File: config.mk
export PLATFORM = sky130hd
export DESIGN_NAME = cache_arbiter_flat
export DESIGN_NICKNAME = d
export VERILOG_FILES = /design/src/rtl/cache_arbiter_if.sv /design/src/rtl/cache_arbiter.sv /design/src/flat_wrapper.sv
export SDC_FILE = /design/constraint.sdc
export NUM_CORES = 1
export LEC_CHECK = 0
export ABC_AREA = 1
export BUFFER_PORTS_ARGS = -buffer_cell sky130_fd_sc_hd__buf_4
export CAP_MARGIN = 20
export CORE_AREA = 2 2 542 544
export DETAILED_ROUTE_END_ITERATION = 7
export DIE_AREA = 0 0 544 546
export GPL_ROUTABILITY_DRIVEN = 0
export SYNTH_ARGS = -nofsm -noshare
export SYNTH_HDL_FRONTEND = slang
export SYNTH_SLANG_ARGS = --single-unit
export TNS_END_PERCENT = 100
File: constraint.sdc
create_clock -name clk -period 1.9 [get_ports clk]
set_clock_uncertainty 0.1 [all_clocks]
set_input_delay 0.19 -clock clk [delete_from_list [all_inputs] [get_ports clk]]
set_output_delay 0.19 -clock clk [all_outputs]
set_load 0.01 [all_outputs]
File: src/rtl/cache_arbiter_if.sv
// Line-port bundle between the two caches, the arbiter and main memory.
// slave = arbiter view, master = environment (caches + memory) view.
interface cache_arbiter_if #(
  parameter int LINE_W = 256,
  parameter int ADDR_W = 32
);
  logic              i_pmem_read;
  logic [ADDR_W-1:0] i_pmem_address;
  logic [LINE_W-1:0] i_pmem_rdata;
  logic              i_pmem_resp;
  logic              d_pmem_read;
  logic              d_pmem_write;
  logic [ADDR_W-1:0] d_pmem_address;
  logic [LINE_W-1:0] d_pmem_wdata;
  logic [LINE_W-1:0] d_pmem_rdata;
  logic              d_pmem_resp;
  logic              pmem_read;
  logic              pmem_write;
  logic [ADDR_W-1:0] pmem_address;
  logic [LINE_W-1:0] pmem_wdata;
  logic [LINE_W-1:0] pmem_rdata;
  logic              pmem_resp;

  modport slave (
    input  i_pmem_read, i_pmem_address,
    input  d_pmem_read, d_pmem_write, d_pmem_address, d_pmem_wdata,
    input  pmem_rdata, pmem_resp,
    output i_pmem_rdata, i_pmem_resp, d_pmem_rdata, d_pmem_resp,
    output pmem_read, pmem_write, pmem_address, pmem_wdata
  );

  modport master (
    output i_pmem_read, i_pmem_address,
    output d_pmem_read, d_pmem_write, d_pmem_address, d_pmem_wdata,
    output pmem_rdata, pmem_resp,
    input  i_pmem_rdata, i_pmem_resp, d_pmem_rdata, d_pmem_resp,
    input  pmem_read, pmem_write, pmem_address, pmem_wdata
  );
endinterface

File: src/rtl/cache_arbiter.sv
// Shares one line-wide memory port between I-cache and D-cache, one transaction
// at a time; D has priority, bounded by a streak limit so a waiting I is never starved.
module cache_arbiter #(
  parameter int LINE_W       = 256,
  parameter int ADDR_W       = 32,
  parameter int MAX_D_STREAK = 4
) (
  input  logic           clk,
  input  logic           rst,
  cache_arbiter_if.slave bus
);

  localparam logic [1:0] IDLE    = 2'd0;
  localparam logic [1:0] SERVE_I = 2'd1;
  localparam logic [1:0] SERVE_D = 2'd2;
  localparam int SW = $clog2(MAX_D_STREAK + 1);

  logic [1:0]        state;
  logic [SW-1:0]     streak;
  logic              op_write;
  logic [ADDR_W-1:0] addr_q;
  logic [LINE_W-1:0] wdata_q;
  logic              i_pend;
  logic              d_pend;
  logic              grant_d;
  logic              grant_i;
  logic              busy;

  function automatic logic [SW-1:0] sat_inc(input logic [SW-1:0] v);
    return (v == SW'(MAX_D_STREAK)) ? v : v + 1'b1;
  endfunction

  // D wins unless I has already waited through MAX_D_STREAK consecutive D grants.
  always_comb begin
    i_pend  = bus.i_pmem_read;
    d_pend  = bus.d_pmem_read | bus.d_pmem_write;
    grant_d = d_pend && !(i_pend && (streak == SW'(MAX_D_STREAK)));
    grant_i = i_pend && !grant_d;
  end

  always_ff @(posedge clk) begin
    if (rst) begin
      state    <= IDLE;
      streak   <= '0;
      op_write <= 1'b0;
      addr_q   <= '0;
      wdata_q  <= '0;
    end else begin
      case (state)
        IDLE: begin
          if (grant_d) begin
            state    <= SERVE_D;
            op_write <= bus.d_pmem_write;
            addr_q   <= bus.d_pmem_address;
            wdata_q  <= bus.d_pmem_wdata;
            streak   <= i_pend ? sat_inc(streak) : '0;
          end else if (grant_i) begin
            state    <= SERVE_I;
            op_write <= 1'b0;
            addr_q   <= bus.i_pmem_address;
            streak   <= '0;
          end
        end
        SERVE_I, SERVE_D: begin
          if (bus.pmem_resp) state <= IDLE;
        end
        default: state <= IDLE;
      endcase
    end
  end

  // Completion is routed combinationally so the cache sees resp in the memory's cycle.
  always_comb begin
    busy             = (state != IDLE);
    bus.pmem_read    = busy & ~op_write;
    bus.pmem_write   = busy & op_write;
    bus.pmem_address = addr_q;
    bus.pmem_wdata   = wdata_q;
    bus.i_pmem_resp  = (state == SERVE_I) & bus.pmem_resp;
    bus.d_pmem_resp  = (state == SERVE_D) & bus.pmem_resp;
    bus.i_pmem_rdata = bus.pmem_rdata;
    bus.d_pmem_rdata = bus.pmem_rdata;
  end

endmodule
File: src/flat_wrapper.sv
// flat-port wrapper written by rule: the top's interface ports become plain ports
module cache_arbiter_flat 
#(
  parameter int LINE_W       = 256,
  parameter int ADDR_W       = 32,
  parameter int MAX_D_STREAK = 4
)
  (clk, rst, bus_i_pmem_read, bus_i_pmem_address, bus_d_pmem_read, bus_d_pmem_write, bus_d_pmem_address, bus_d_pmem_wdata, bus_pmem_rdata, bus_pmem_resp, bus_i_pmem_rdata, bus_i_pmem_resp, bus_d_pmem_rdata, bus_d_pmem_resp, bus_pmem_read, bus_pmem_write, bus_pmem_address, bus_pmem_wdata);
  cache_arbiter_if #(.LINE_W(LINE_W), .ADDR_W(ADDR_W)) bus_i ();
  input  logic clk;
  input  logic rst;
  input wire logic [$bits(bus_i.i_pmem_read)-1:0] bus_i_pmem_read;
  input wire logic [$bits(bus_i.i_pmem_address)-1:0] bus_i_pmem_address;
  input wire logic [$bits(bus_i.d_pmem_read)-1:0] bus_d_pmem_read;
  input wire logic [$bits(bus_i.d_pmem_write)-1:0] bus_d_pmem_write;
  input wire logic [$bits(bus_i.d_pmem_address)-1:0] bus_d_pmem_address;
  input wire logic [$bits(bus_i.d_pmem_wdata)-1:0] bus_d_pmem_wdata;
  input wire logic [$bits(bus_i.pmem_rdata)-1:0] bus_pmem_rdata;
  input wire logic [$bits(bus_i.pmem_resp)-1:0] bus_pmem_resp;
  output wire logic [$bits(bus_i.i_pmem_rdata)-1:0] bus_i_pmem_rdata;
  output wire logic [$bits(bus_i.i_pmem_resp)-1:0] bus_i_pmem_resp;
  output wire logic [$bits(bus_i.d_pmem_rdata)-1:0] bus_d_pmem_rdata;
  output wire logic [$bits(bus_i.d_pmem_resp)-1:0] bus_d_pmem_resp;
  output wire logic [$bits(bus_i.pmem_read)-1:0] bus_pmem_read;
  output wire logic [$bits(bus_i.pmem_write)-1:0] bus_pmem_write;
  output wire logic [$bits(bus_i.pmem_address)-1:0] bus_pmem_address;
  output wire logic [$bits(bus_i.pmem_wdata)-1:0] bus_pmem_wdata;
  assign bus_i.i_pmem_read = bus_i_pmem_read;
  assign bus_i.i_pmem_address = bus_i_pmem_address;
  assign bus_i.d_pmem_read = bus_d_pmem_read;
  assign bus_i.d_pmem_write = bus_d_pmem_write;
  assign bus_i.d_pmem_address = bus_d_pmem_address;
  assign bus_i.d_pmem_wdata = bus_d_pmem_wdata;
  assign bus_i.pmem_rdata = bus_pmem_rdata;
  assign bus_i.pmem_resp = bus_pmem_resp;
  assign bus_i_pmem_rdata = bus_i.i_pmem_rdata;
  assign bus_i_pmem_resp = bus_i.i_pmem_resp;
  assign bus_d_pmem_rdata = bus_i.d_pmem_rdata;
  assign bus_d_pmem_resp = bus_i.d_pmem_resp;
  assign bus_pmem_read = bus_i.pmem_read;
  assign bus_pmem_write = bus_i.pmem_write;
  assign bus_pmem_address = bus_i.pmem_address;
  assign bus_pmem_wdata = bus_i.pmem_wdata;
  cache_arbiter #(.LINE_W(LINE_W), .ADDR_W(ADDR_W), .MAX_D_STREAK(MAX_D_STREAK)) u_core (.clk(clk), .rst(rst), .bus(bus_i));
endmodule
Yosys cells after proc, flatten, opt, wreduce, memory -nomap -nowiden
Cells that the tools add are included.
{"block": "totals", "regBits": 294, "inputBits": 582, "out_inout_bits": 804, "elab_cells": 43}
{"block": "classes", "add_sub_neg": 1, "eq_ne": 6, "n_mux": 12, "n_bitwise": 6, "n_reduce_logical": 13}
{"op": "two-way mux 32 bit", "n": 2}
{"op": "two-way mux 3 bit", "n": 4}
{"op": "two-way mux 2 bit", "n": 3}
{"op": "AND reduction 2 bit", "n": 3}
{"op": "bitwise AND 1 bit", "n": 4}
{"op": "case mux 2 bit (2 select lines)", "n": 1}
{"op": "nonzero test 2 bit", "n": 2}
{"op": "adder 3 x 1 -> 3 bit (second input constant)", "n": 1}
{"op": "== test 3 bit (second input constant)", "n": 1}
{"op": "logical AND 1 bit", "n": 3}
{"op": "inequality test 3 x 1 -> 1 bit (second input constant)", "n": 1}
{"op": "inequality test 3 bit (second input constant)", "n": 1}
{"op": "AND reduction 3 bit", "n": 1}
{"op": "== test 2 x 1 -> 1 bit (second input constant)", "n": 1}
{"op": "== test 2 bit (second input constant)", "n": 1}
{"op": "zero test 1 bit", "n": 2}
{"op": "zero test 2 bit", "n": 1}
{"op": "two-way mux 1 bit", "n": 2}
{"op": "inequality test 2 bit (second input constant)", "n": 1}
{"op": "OR reduction 2 bit", "n": 1}
{"op": "inverter 1 bit", "n": 1}
{"op": "OR 1 bit", "n": 1}

Logic depth before layout (Yosys ltp)
Gate-level depths: netlist of run 1.
{"block": "depth", "depth_word": 9, "ltp_mapped": 10, "mapped_depth_nobuf": 8}

Least setup slack after synthesis of run 1
Ideal clock, no wire load.
{"block": "synth_path", "path_type": "register -> register", "start": "reg u_core.state[0]", "end": "reg u_core.addr_q[15], in the netlist u_core.bus.pmem_address[15]", "setup_ps": 109, "arrival_time_ps": 1422, "required_ps": 1691, "setup_slack_ps": 269, "path_stages_with_launch": 10, "n_path_buf": 2, "period_less_slack_ps": 1631, "path_cell_list": "dfxtp_1 inv_1 ha_1 inv_2 a21oi_1 buf_2 buf_2 nand3_1 nand2_1 inv_1"}
{"block": "synth_via", "elab_chain_cells": 2}
{"item": "start: declaration", "line_no": "cache_arbiter.sv:18", "text": "logic [1:0] state;"}
{"item": "start signal: assignment", "line_no": "cache_arbiter.sv:43", "text": "state <= IDLE;"}
{"item": "start signal: assignment", "line_no": "cache_arbiter.sv:52", "text": "state <= SERVE_D;"}
{"item": "start signal: assignment", "line_no": "cache_arbiter.sv:58", "text": "state <= SERVE_I;"}
{"item": "zero test 2 bit", "line_no": "cache_arbiter.sv:49", "text": "case (state)"}
{"item": "AND reduction 2 bit (no line)"}
{"item": "end signal: assignment", "line_no": "cache_arbiter.sv:54", "text": "addr_q <= bus.d_pmem_address;"}
{"item": "end signal: assignment", "line_no": "cache_arbiter.sv:60", "text": "addr_q <= bus.i_pmem_address;"}
{"item": "end: declaration", "line_no": "cache_arbiter.sv:21", "text": "logic [ADDR_W-1:0] addr_q;"}
No other way between the ends.
A chain may end at the register's enable or synchronous reset.

Worst setup path after layout of run 1
{"block": "layout_path", "start": "reg u_core.streak[1]", "end": "reg u_core.wdata_q[230], in the netlist u_core.bus.pmem_wdata[230]"}
{"block": "layout_via", "elab_chain_cells": 5}
{"item": "start: declaration", "line_no": "cache_arbiter.sv:19", "text": "logic [SW-1:0] streak;"}
{"item": "start signal: assignment", "line_no": "cache_arbiter.sv:56", "text": "streak <= i_pend ? sat_inc(streak) : '0;"}
{"item": "== test 3 bit", "line_no": "cache_arbiter.sv:37", "text": "grant_d = d_pend && !(i_pend && (streak == SW'(MAX_D_STREAK)));"}
{"item": "logical AND 1 bit", "line_no": "cache_arbiter.sv:37"}
{"item": "zero test 1 bit", "line_no": "cache_arbiter.sv:37"}
{"item": "logical AND 1 bit", "line_no": "cache_arbiter.sv:37"}
{"item": "AND reduction 2 bit (no line)"}
{"item": "end signal: assignment", "line_no": "cache_arbiter.sv:55", "text": "wdata_q <= bus.d_pmem_wdata;"}
{"item": "end: declaration", "line_no": "cache_arbiter.sv:22", "text": "logic [LINE_W-1:0] wdata_q;"}
No other way between the ends.

==> results.json, run 1 <==
{
  "status": "finished, violations left",
  "violations": "setup timing",
  "synth_cell_types": 20,
  "dpl_cell_area_mm2": 0.0207,
  "cts_buffer_depth": 3,
  "die_area_mm2": 0.297,
  "vdd_ir_drop_max_v": 0.000599,
  "postSynthAreaPerCell_um2": 7.52,
  "setup_viol": 51,
  "grt_max_degree": 65,
  "cap_violations": 0,
  "synth_edf_count": 0,
  "clockRootBuffer": "clkbuf_16",
  "synth_cells": 1963,
  "rows": 199,
  "design_area_mm2": 0.0267,
  "cpPeakStageDelay_ps": 340,
  "yosysMostFrequentCell": "buf_4",
  "worstMarginPinSlew_ps": 484,
  "async_flop_share_pct": 0,
  "die_x_um": 544,
  "synth-seq-cells": 294,
  "area_growth_pct": 81.0,
  "antenna_found_initial": 79,
  "start_kind": "flop",
  "maxSlewViolCount": 0,
  "dieHeight_um": 546,
  "synth_top_cells_by_count": "buf_4, nor2_1, dfxtp_1",
  "p_leak_nw": 10.7,
  "crit_path_frequent_cell": "buf_12",
  "fin_crit_sh_pct": 103,
  "fmax_mhz": 512,
  "insertion_delay_ps": 680,
  "grt_pass1_vias": 15000,
  "final_nets": 3041,
  "clock_sinks": 294,
  "slew_headroom_pct": 67.7,
  "tritoncts": "yes",
  "ant_nets": 0,
  "wl_per_cell_um": 31.9,
  "ios": 1386,
  "htreeDepth": 2,
  "fin_ws_ps": -54.9,
  "ys_seq_area_share_pct": 39.9,
  "synth_top_area_share_pct": 39.9,
  "cpMaxStageDelayCell": "dfxtp_2",
  "cts_made_buffers": 42,
  "path_class": "flop to flop",
  "via_count": 15600,
  "endpoint_kind": "flop",
  "hpwl_mm": 181,
  "power_density_mw_per_mm2": 893,
  "period_needed_ps": 1950,
  "total_power_mw": 23.9,
  "portBuffers": 617,
  "cp_cell_sequence": "inv_2, ha_4, nand3_4, nand2_4, nor2_4, buf_12, buf_12, clkbuf_16, buf_8, o21ai_1, nor2_1",
  "path_max_fanout": 10,
  "yosysWarnings": 0,
  "drc": 0,
  "drive_above_1_share_pct": 37.0,
  "wl_mm": 205,
  "core-area_mm2": 0.292,
  "clk_transition_reported_paths_ps": 60,
  "reg2reg_slack_ps": -50,
  "hold_class": "input port to flop",
  "final-hold-violation-count": 0,
  "viasPerCell": 2.43,
  "yosysTopAreaCell": "dfxtp_1",
  "grt_pass1_wl_mm": 233,
  "crit_arrival_ps": 2410,
  "track_usage_pct": 13.0,
  "critPathBufInv": 5,
  "cp_top_family": "buffers and inverters",
  "worstPathRequired_ps": 2350,
  "drtIter0Drc": 1220,
  "grt_overflow": 0,
  "synthTopCellsByArea": "dfxtp_1, buf_4, nor2_1, o21ai_0, nand3_1",
  "start_util_pct": 5.06,
  "synth_area_mm2": 0.0148,
  "ys.flop_type": "dfxtp_1",
  "drtPass1Iterations": 8,
  "grt_setup_unrepaired": "yes",
  "synth_nets": 2550
}
==> flip-flops by register name (all words and copies together), names as in the netlist <==
signal	flops
u_core.state	2
u_core.op_write	1
u_core.streak	3
u_core.bus.pmem_address	32
u_core.bus.pmem_wdata	256
==> worst register-to-register path, delay by kind of cell (launching register included) <==
family	cells	cell delay [ps]
buffers and inverters	5	720
AND/OR/NAND/NOR	4	440
AO/OA/AOI/OAI	1	70
adder cells (fa/ha/maj)	1	160
flip-flops	1	340
==> per-layer routing <==
layer  wire, um  GRT usage (%)  up-vias
met1      42600           7.57     6718
li1           -              -     6664
met4      12100           6.20       24
met5        755           1.57        -
met2      80800           18.2     1752
met3      68900           20.6      474
==> cell families (layout without fill, tap and decap cells) <==
family / after synthesis / count (layout) / share of synthesized area [%]
simple gates: 671 / 672 / 17.9
buf+inv: 696 / 1218 / 31.8
compound gates: 297 / 297 / 10.1
flops: 294 / 294 / 39.9
fa+ha+maj: 5 / 5 / 0.424
other cells: 0 / 23 / 0
==> final cells by class <==
cell class,instances,area [um2]
clock buffer,58,1190
fill,33900,265000
timing repair buffer,1062,9590
antenna,23,57.6
tap,3919,4900
inverter,80,318
sequential,294,5890
multi-input combinational,974,4590
clock inverter,18,183
==> through the flow <==
step                      setup TNS (ps)  hold slack, ps  util, %  instances  setup WS (ps)
after floorplan                        0             225        -       1963            269
after global placement              -138             280     7.07       5960          -36.2
after detailed placement           -3830             280     7.07       5960          -89.2
after CTS                          -2760            82.6     8.78       6371           -108
after global routing              -15220             148     9.14       6419           -159
final                              -1100             187     9.15       6428          -54.9
==> power breakdown <==
group	switching (mW)	leakage, nW	internal (mW)	total [mW]
Sequential	0.544	2.45	7.02	7.57
Clock	3.49	0.674	4.67	8.16
Combinational	4.68	7.62	3.45	8.13
Total	8.71	10.7	15.1	23.9
==> cell usage in the layout (no fill, tap or decap), types with 2 or more instances in the layout <==
cell type	n
nand2_1	77
clkbuf_8	8
o21ai_0	108
clkinvlp_4	2
buf_8	4
clkbuf_16	58
ha_1	2
clkbuf_1	8
buf_16	10
o21ai_4	4
bufinv_16	2
dlygate4sd3_1	325
buf_4	670
ha_4	2
o21ai_2	48
nand2_4	2
o21ai_1	100
inv_1	72
dfxtp_1	290
inv_8	2
nor2_1	481
buf_12	18
diode_2	23
dfxtp_2	4
nand2_2	3
nor2_2	35
nor2_4	5
clkinv_4	3
inv_6	4
inv_2	5
nand3_1	67
a21oi_1	36
clkinv_2	6
buf_6	19
==> path summary, 6_finish.rpt <==
check,cells past startpoint,end,start
setup / recovery,11,u_core.bus.pmem_wdata[230]$_SDFFE_PP0P_,u_core.streak[1]$_SDFFE_PP0P_
hold / removal,4,u_core.bus.pmem_wdata[76]$_SDFFE_PP0P_,bus_d_pmem_wdata[76]
setup reg to reg,11,u_core.bus.pmem_wdata[230]$_SDFFE_PP0P_,u_core.streak[1]$_SDFFE_PP0P_
hold reg to reg,2,u_core.bus.pmem_wdata[117]$_SDFFE_PP0P_,u_core.bus.pmem_wdata[117]$_SDFFE_PP0P_
==> timing repair <==
action | 4_1_cts | 5_1_grt
gates resized for setup | 58 | 223
pin swaps | 3 | 35
hold endpoints to repair | 294 | 0
cloned | 3 | 22
buffers inserted | 7 | 13
setup endpoints to repair | 215 | 222
hold buffers | 325 | 0
Power figures use the tool's default switching activity.
==> inputs of run 2 (changes only) <==
--- a/config.mk
+++ b/config.mk
@@ -12,6 +12,7 @@
 export DETAILED_ROUTE_END_ITERATION = 7
 export DIE_AREA = 0 0 544 546
 export GPL_ROUTABILITY_DRIVEN = 0
+export PLACE_DENSITY = 0.3
 export SYNTH_ARGS = -nofsm -noshare
 export SYNTH_HDL_FRONTEND = slang
 export SYNTH_SLANG_ARGS = --single-unit
==> run 2 against run 1 <==
Flip-flop and latch count unchanged. Sequential share of layout area increased by 0.15 points. Via count decreased by 4.4%. Largest cell class unchanged. Total power increased by 0.96%. The run now ends clean. Core utilization decreased by 0.062 points. Highest routed layer unchanged. Sequential power decreased by 0.7%. Count of clock-buffer cells in the layout increased by 5.
==> results.json, run 2 (same netlist as run 1, synthesis figures left out) <==
{
  "comb_power_share_pct": 31.4,
  "intPower_mw": 15.6,
  "start_util_pct": 5.06,
  "design_area_mm2": 0.0265,
  "endpoint_kind": "flop",
  "ant_nets": 0,
  "p_sw_share_pct": 35.1,
  "slew_headroom_pct": 74.3,
  "tritoncts": "yes",
  "hpwl_mm": 144,
  "fin_tns_setup_ps": 0,
  "cpPeakStageDelay_ps": 320,
  "largest_register_ffs": 256,
  "period_needed_ps": 1880,
  "cp_cell_sequence": "inv_1, ha_4, nand3_4, nand2_4, inv_4, nand2_8, buf_4, buf_16, buf_4, nor2_1, nor2_1",
  "clock_sinks": 294,
  "drc": 0,
  "hold_class": "input port to flop",
  "status": "finished, final reports clean",
  "fin_ws_ps": 15.9,
  "final_common_cell": "buf_4",
  "fin_crit_sh_pct": 99.2,
  "viasPerCell": 2.32,
  "worstPathRequired_ps": 2330,
  "dpl.cell_count": 5982,
  "clkPwrFrac_pct": 37.3,
  "fmax_mhz": 531,
  "grt_overflow": 0,
  "rows": 199,
  "p_leak_nw": 10.8,
  "portBuffers": 617,
  "drtIter0Drc": 799,
  "insertion_delay_ps": 640,
  "via_count": 14900,
  "clk_transition_reported_paths_ps": 60,
  "fillCellCount": 34100,
  "seqPwrFrac_pct": 31.2,
  "antenna_found_initial": 16,
  "wl_per_cell_um": 26.1,
  "track_usage_pct": 10.5,
  "die_area_mm2": 0.297,
  "htreeDepth": 2,
  "die_x_um": 544,
  "crit_arrival_ps": 2320,
  "critPathBufInv": 5,
  "start_kind": "flop",
  "fin_util_pct": 9.09,
  "worstMarginPinSlew_ps": 385,
  "vdd_ir_drop_max_v": 0.000593,
  "pre_cts_slack_ps": -13.7,
  "final_cell_mix": "buf_4, nor2_1, dlygate4sd3_1, dfxtp_1, o21ai_0",
  "wl_mm": 168,
  "path_class": "flop to flop",
  "grt_max_degree": 85,
  "grt_pass1_vias": 15200,
  "maxSlewViolCount": 0,
  "grt_setup_unrepaired": "yes",
  "setup_viol": 0,
  "core-area_mm2": 0.292,
  "cts_buffer_depth": 3,
  "cts_made_buffers": 45,
  "cap_violations": 0,
  "power_density_mw_per_mm2": 907,
  "drive_above_1_share_pct": 34.1,
  "ios": 1386,
  "final_nets": 3062,
  "cp_top_family": "buffers and inverters",
  "area_growth_pct": 79.8,
  "reg2reg_slack_ps": 20,
  "p_switching_mw": 8.46,
  "grt_pass1_wl_mm": 196,
  "final-hold-violation-count": 0,
  "final_cell_count_no_fill": 6438,
  "drtPass1Iterations": 5,
  "dieHeight_um": 546,
  "dpl_cell_area_mm2": 0.0210,
  "cpMaxStageDelayCell": "dfxtp_2",
  "path_max_fanout": 22,
  "clockRootBuffer": "clkbuf_16"
}
run 2: final timing paths:
| check | startpoint | end | cells after the start |
|---|---|---|---|
| setup / recovery | u_core.streak[1]$_SDFFE_PP0P_ | u_core.bus.pmem_wdata[182]$_SDFFE_PP0P_ | 11 |
| hold reg to reg | u_core.state[0]$_SDFFE_PP0P_ | u_core.state[0]$_SDFFE_PP0P_ | 2 |
| hold / removal | bus_d_pmem_wdata[19] | u_core.bus.pmem_wdata[19]$_SDFFE_PP0P_ | 4 |
| setup reg to reg | u_core.streak[1]$_SDFFE_PP0P_ | u_core.bus.pmem_wdata[182]$_SDFFE_PP0P_ | 11 |
run 2: stage by stage:
stage / hold slack [ps] / total power, mW
final: 196 / 24.1
after floorplan: 225 / 10.8
after global placement: 280 / 14.1
after global routing: 152 / 25.5
after detailed placement: 280 / 14.0
after CTS: 107 / 24.0
run 2: worst min-delay path: cells and delay by family:
kind / cells / cell delay (ps)
buf+inv: 2 / 610
simple gates: 2 / 110
run 2: repair_timing:
action / in CTS / in global routing
endpoints found under the hold margin: 294 / 0
pin swaps: 0 / 10
endpoints found under the setup margin: 3 / 190
resized for setup: 11 / 32
cloned: 0 / 17
hold buffers: 325 / 0
setup buffers: 0 / 24
run 2: power by group through the flow:
stage	logic [mW]	registers [mW]	clock network [mW]
finish	7.57	7.52	8.99
global route	8.29	7.62	9.60
detailed placement	6.42	7.62	0
CTS	7.07	7.52	9.38
floorplan	2.85	7.91	0
global placement	6.45	7.62	0
run 2: layout make-up:
type                       count  area [um2]  share of cell area (%)
antenna                        8        20.0                  0.0754
clock buffer                  63        1270                    4.80
clock inverter                20         251                   0.947
inverter                      80         310                    1.17
multi-input combinational    973        4280                    16.1
sequential                   294        5890                    22.2
tap                         3919        4900                    18.5
timing repair buffer        1081        9620                    36.2
run 2: routing by layer:
metal	part of all wire [%]	GRT usage [%]	vias to the layer above
met3	23	11.5	148
met5	0.15	0.568	-
met4	2.0	2.25	6
met2	47	17.5	1424
li1	-	-	6680
met1	27	8.11	6682
==> inputs of run 3 (changes only) <==
--- a/config.mk
+++ b/config.mk
@@ -6,11 +6,11 @@
 export NUM_CORES = 1
 export LEC_CHECK = 0
 export ABC_AREA = 1
-export BUFFER_PORTS_ARGS = -buffer_cell sky130_fd_sc_hd__buf_4
 export CAP_MARGIN = 20
-export CORE_AREA = 2 2 542 544
+export CORE_AREA = 2 2 532 534
 export DETAILED_ROUTE_END_ITERATION = 7
-export DIE_AREA = 0 0 544 546
+export DIE_AREA = 0 0 534 536
+export DONT_BUFFER_PORTS = 1
 export GPL_ROUTABILITY_DRIVEN = 0
 export PLACE_DENSITY = 0.3
 export SYNTH_ARGS = -nofsm -noshare
==> run 3 against run 2 <==
First-iteration DRC count rose by 15%. Total power fell by 12%. Clock power down 6.8%. Count of clock-buffer cells in the layout fell by 10. Flip-flop and latch count stayed put. Core utilization is 1.5 points lower. Worst setup slack got worse by 1.3 ps. Critical endpoint is now u_core.bus.pmem_wdata[134]$_SDFFE_PP0P_. Largest cell class is now sequential cells.
==> results.json, run 3 (same netlist as run 1, synthesis figures left out) <==
{
  "status": "finished, final reports clean",
  "endpoint_kind": "flop",
  "grt_max_degree": 87,
  "clk_transition_reported_paths_ps": 60,
  "rows": 195,
  "track_usage_pct": 10.1,
  "grt_setup_unrepaired": "yes",
  "vdd_ir_drop_max_v": 0.000544,
  "ios": 1386,
  "insertion_delay_ps": 640,
  "p_switching_mw": 7.65,
  "die_x_um": 534,
  "cts_buffer_depth": 3,
  "p_leak_nw": 7.56,
  "final_nets": 2427,
  "core-area_mm2": 0.281,
  "maxSlewViolCount": 0,
  "final_common_cell": "nor2_1",
  "portBuffers": 0,
  "final-hold-violation-count": 0,
  "grt_overflow": 0,
  "clockRootBuffer": "clkbuf_16",
  "final_cell_mix": "nor2_1, dlygate4sd3_1, dfxtp_1, o21ai_0, buf_4",
  "setup_viol": 0,
  "p_sw_share_pct": 36.0,
  "ant_nets": 0,
  "tritoncts": "yes",
  "area_growth_pct": 44.0,
  "drtPass1Iterations": 5,
  "start_kind": "flop",
  "power_density_mw_per_mm2": 999,
  "clock_sinks": 294,
  "pre_cts_slack_ps": -54.0,
  "wl_per_cell_um": 27.5,
  "fmax_mhz": 530,
  "crit_arrival_ps": 2380,
  "largest_register_ffs": 256,
  "fin_ws_ps": 14.6,
  "htreeDepth": 2,
  "via_count": 12700,
  "hpwl_mm": 134,
  "comb_power_share_pct": 21.0,
  "wl_mm": 154,
  "period_needed_ps": 1890,
  "dpl.cell_count": 5195,
  "drtIter0Drc": 916,
  "final_cell_count_no_fill": 5625,
  "cts_made_buffers": 42,
  "path_max_fanout": 64,
  "start_util_pct": 5.26,
  "cap_violations": 0,
  "dieHeight_um": 536,
  "hold_class": "input port to flop",
  "intPower_mw": 13.6,
  "worstMarginPinSlew_ps": 582,
  "worstPathRequired_ps": 2390,
  "viasPerCell": 2.25,
  "slew_headroom_pct": 61.2,
  "drc": 0,
  "path_class": "flop to flop",
  "grt_pass1_wl_mm": 178,
  "die_area_mm2": 0.286,
  "fin_crit_sh_pct": 99.2,
  "total_power_mw": 21.3,
  "seqPwrFrac_pct": 39.6,
  "clkPwrFrac_pct": 39.4,
  "grt_pass1_vias": 12200,
  "antenna_found_initial": 31,
  "drive_above_1_share_pct": 11.5
}
-- run 3: cell types whose count changed in the layout (fill, tap and decap cells not counted), sizes merged --
cell | previous run | this run
buf | 741 | 116
clkbuf | 78 | 61
diode | 8 | 14
clkinv | 11 | 8
clkinvlp | 1 | 2
inv | 84 | 85
-- run 3: timing repair --
| action | in CTS | in global routing |
|---|---|---|
| gates cloned | 1 | 9 |
| resized for setup | 16 | 22 |
| buffers inserted | 4 | 6 |
| hold endpoints to repair | 294 | 0 |
| setup endpoints to repair | 32 | 224 |
| hold buffers | 326 | 0 |
| pin swaps | 3 | 3 |
-- run 3: area by class of cell --
| type | count | area (um2) |
|---|---|---|
| fill | 32800 | 260000 |
| sequential | 294 | 5890 |
| timing repair buffer | 449 | 4690 |
| tap | 3743 | 4680 |
| multi-input combinational | 973 | 4260 |
| clock buffer | 53 | 1140 |
| inverter | 80 | 310 |
| clock inverter | 19 | 256 |
| antenna | 14 | 35.0 |
-- run 3: worst paths after layout --
| check | startpoint | end | slack (ps) | cells past startpoint |
|---|---|---|---|---|
| setup / recovery | u_core.state[0]$_SDFFE_PP0P_ | u_core.bus.pmem_wdata[134]$_SDFFE_PP0P_ | 10 | 9 |
| hold / removal | bus_d_pmem_wdata[78] | u_core.bus.pmem_wdata[78]$_SDFFE_PP0P_ | 110 | 3 |
| setup reg to reg | u_core.state[0]$_SDFFE_PP0P_ | u_core.bus.pmem_wdata[134]$_SDFFE_PP0P_ | 10 | 9 |
| hold reg to reg | u_core.bus.pmem_wdata[102]$_SDFFE_PP0P_ | u_core.bus.pmem_wdata[102]$_SDFFE_PP0P_ | 410 | 2 |
-- run 3: through the flow --
stage	cell area, um2	TNS (ps)	util [%]	hold slack (ps)
final	21300	0	7.57	107
after detailed placement	16100	-776	5.73	217
after CTS	20900	-14.5	7.44	6.10
after global placement	16100	-906	5.73	216
after global routing	21200	-194	7.56	69.5
after floorplan	14800	0	-	225
-- run 3: worst max-delay path, cell delays in order (launching register included) --
cell	delay, ps
dfxtp_2	340
inv_2	50
ha_4	150
buf_4	130
buf_4	150
nand2_8	110
buf_16	250
clkbuf_16	240
nor2_1	40
nor2_1	120
-- run 3: metal layers --
layer	share of wire, %	track usage [%]	vias up
li1	-	-	5418
met1	24	6.95	5579
met2	47	16.7	1445
met3	27	12.3	194
met4	2.6	2.79	18
met5	0.14	0.350	-
-- run 3: power groups by stage --
stage	Clock, mW	Sequential, mW	Combinational [mW]
2_1_floorplan	0	7.91	2.85
3_3_place_gp	0	8.57	3.45
3_5_place_dp	0	8.54	3.49
4_1_cts	8.76	8.43	4.32
5_1_grt	8.92	8.52	5.02
6_report	8.38	8.41	4.47
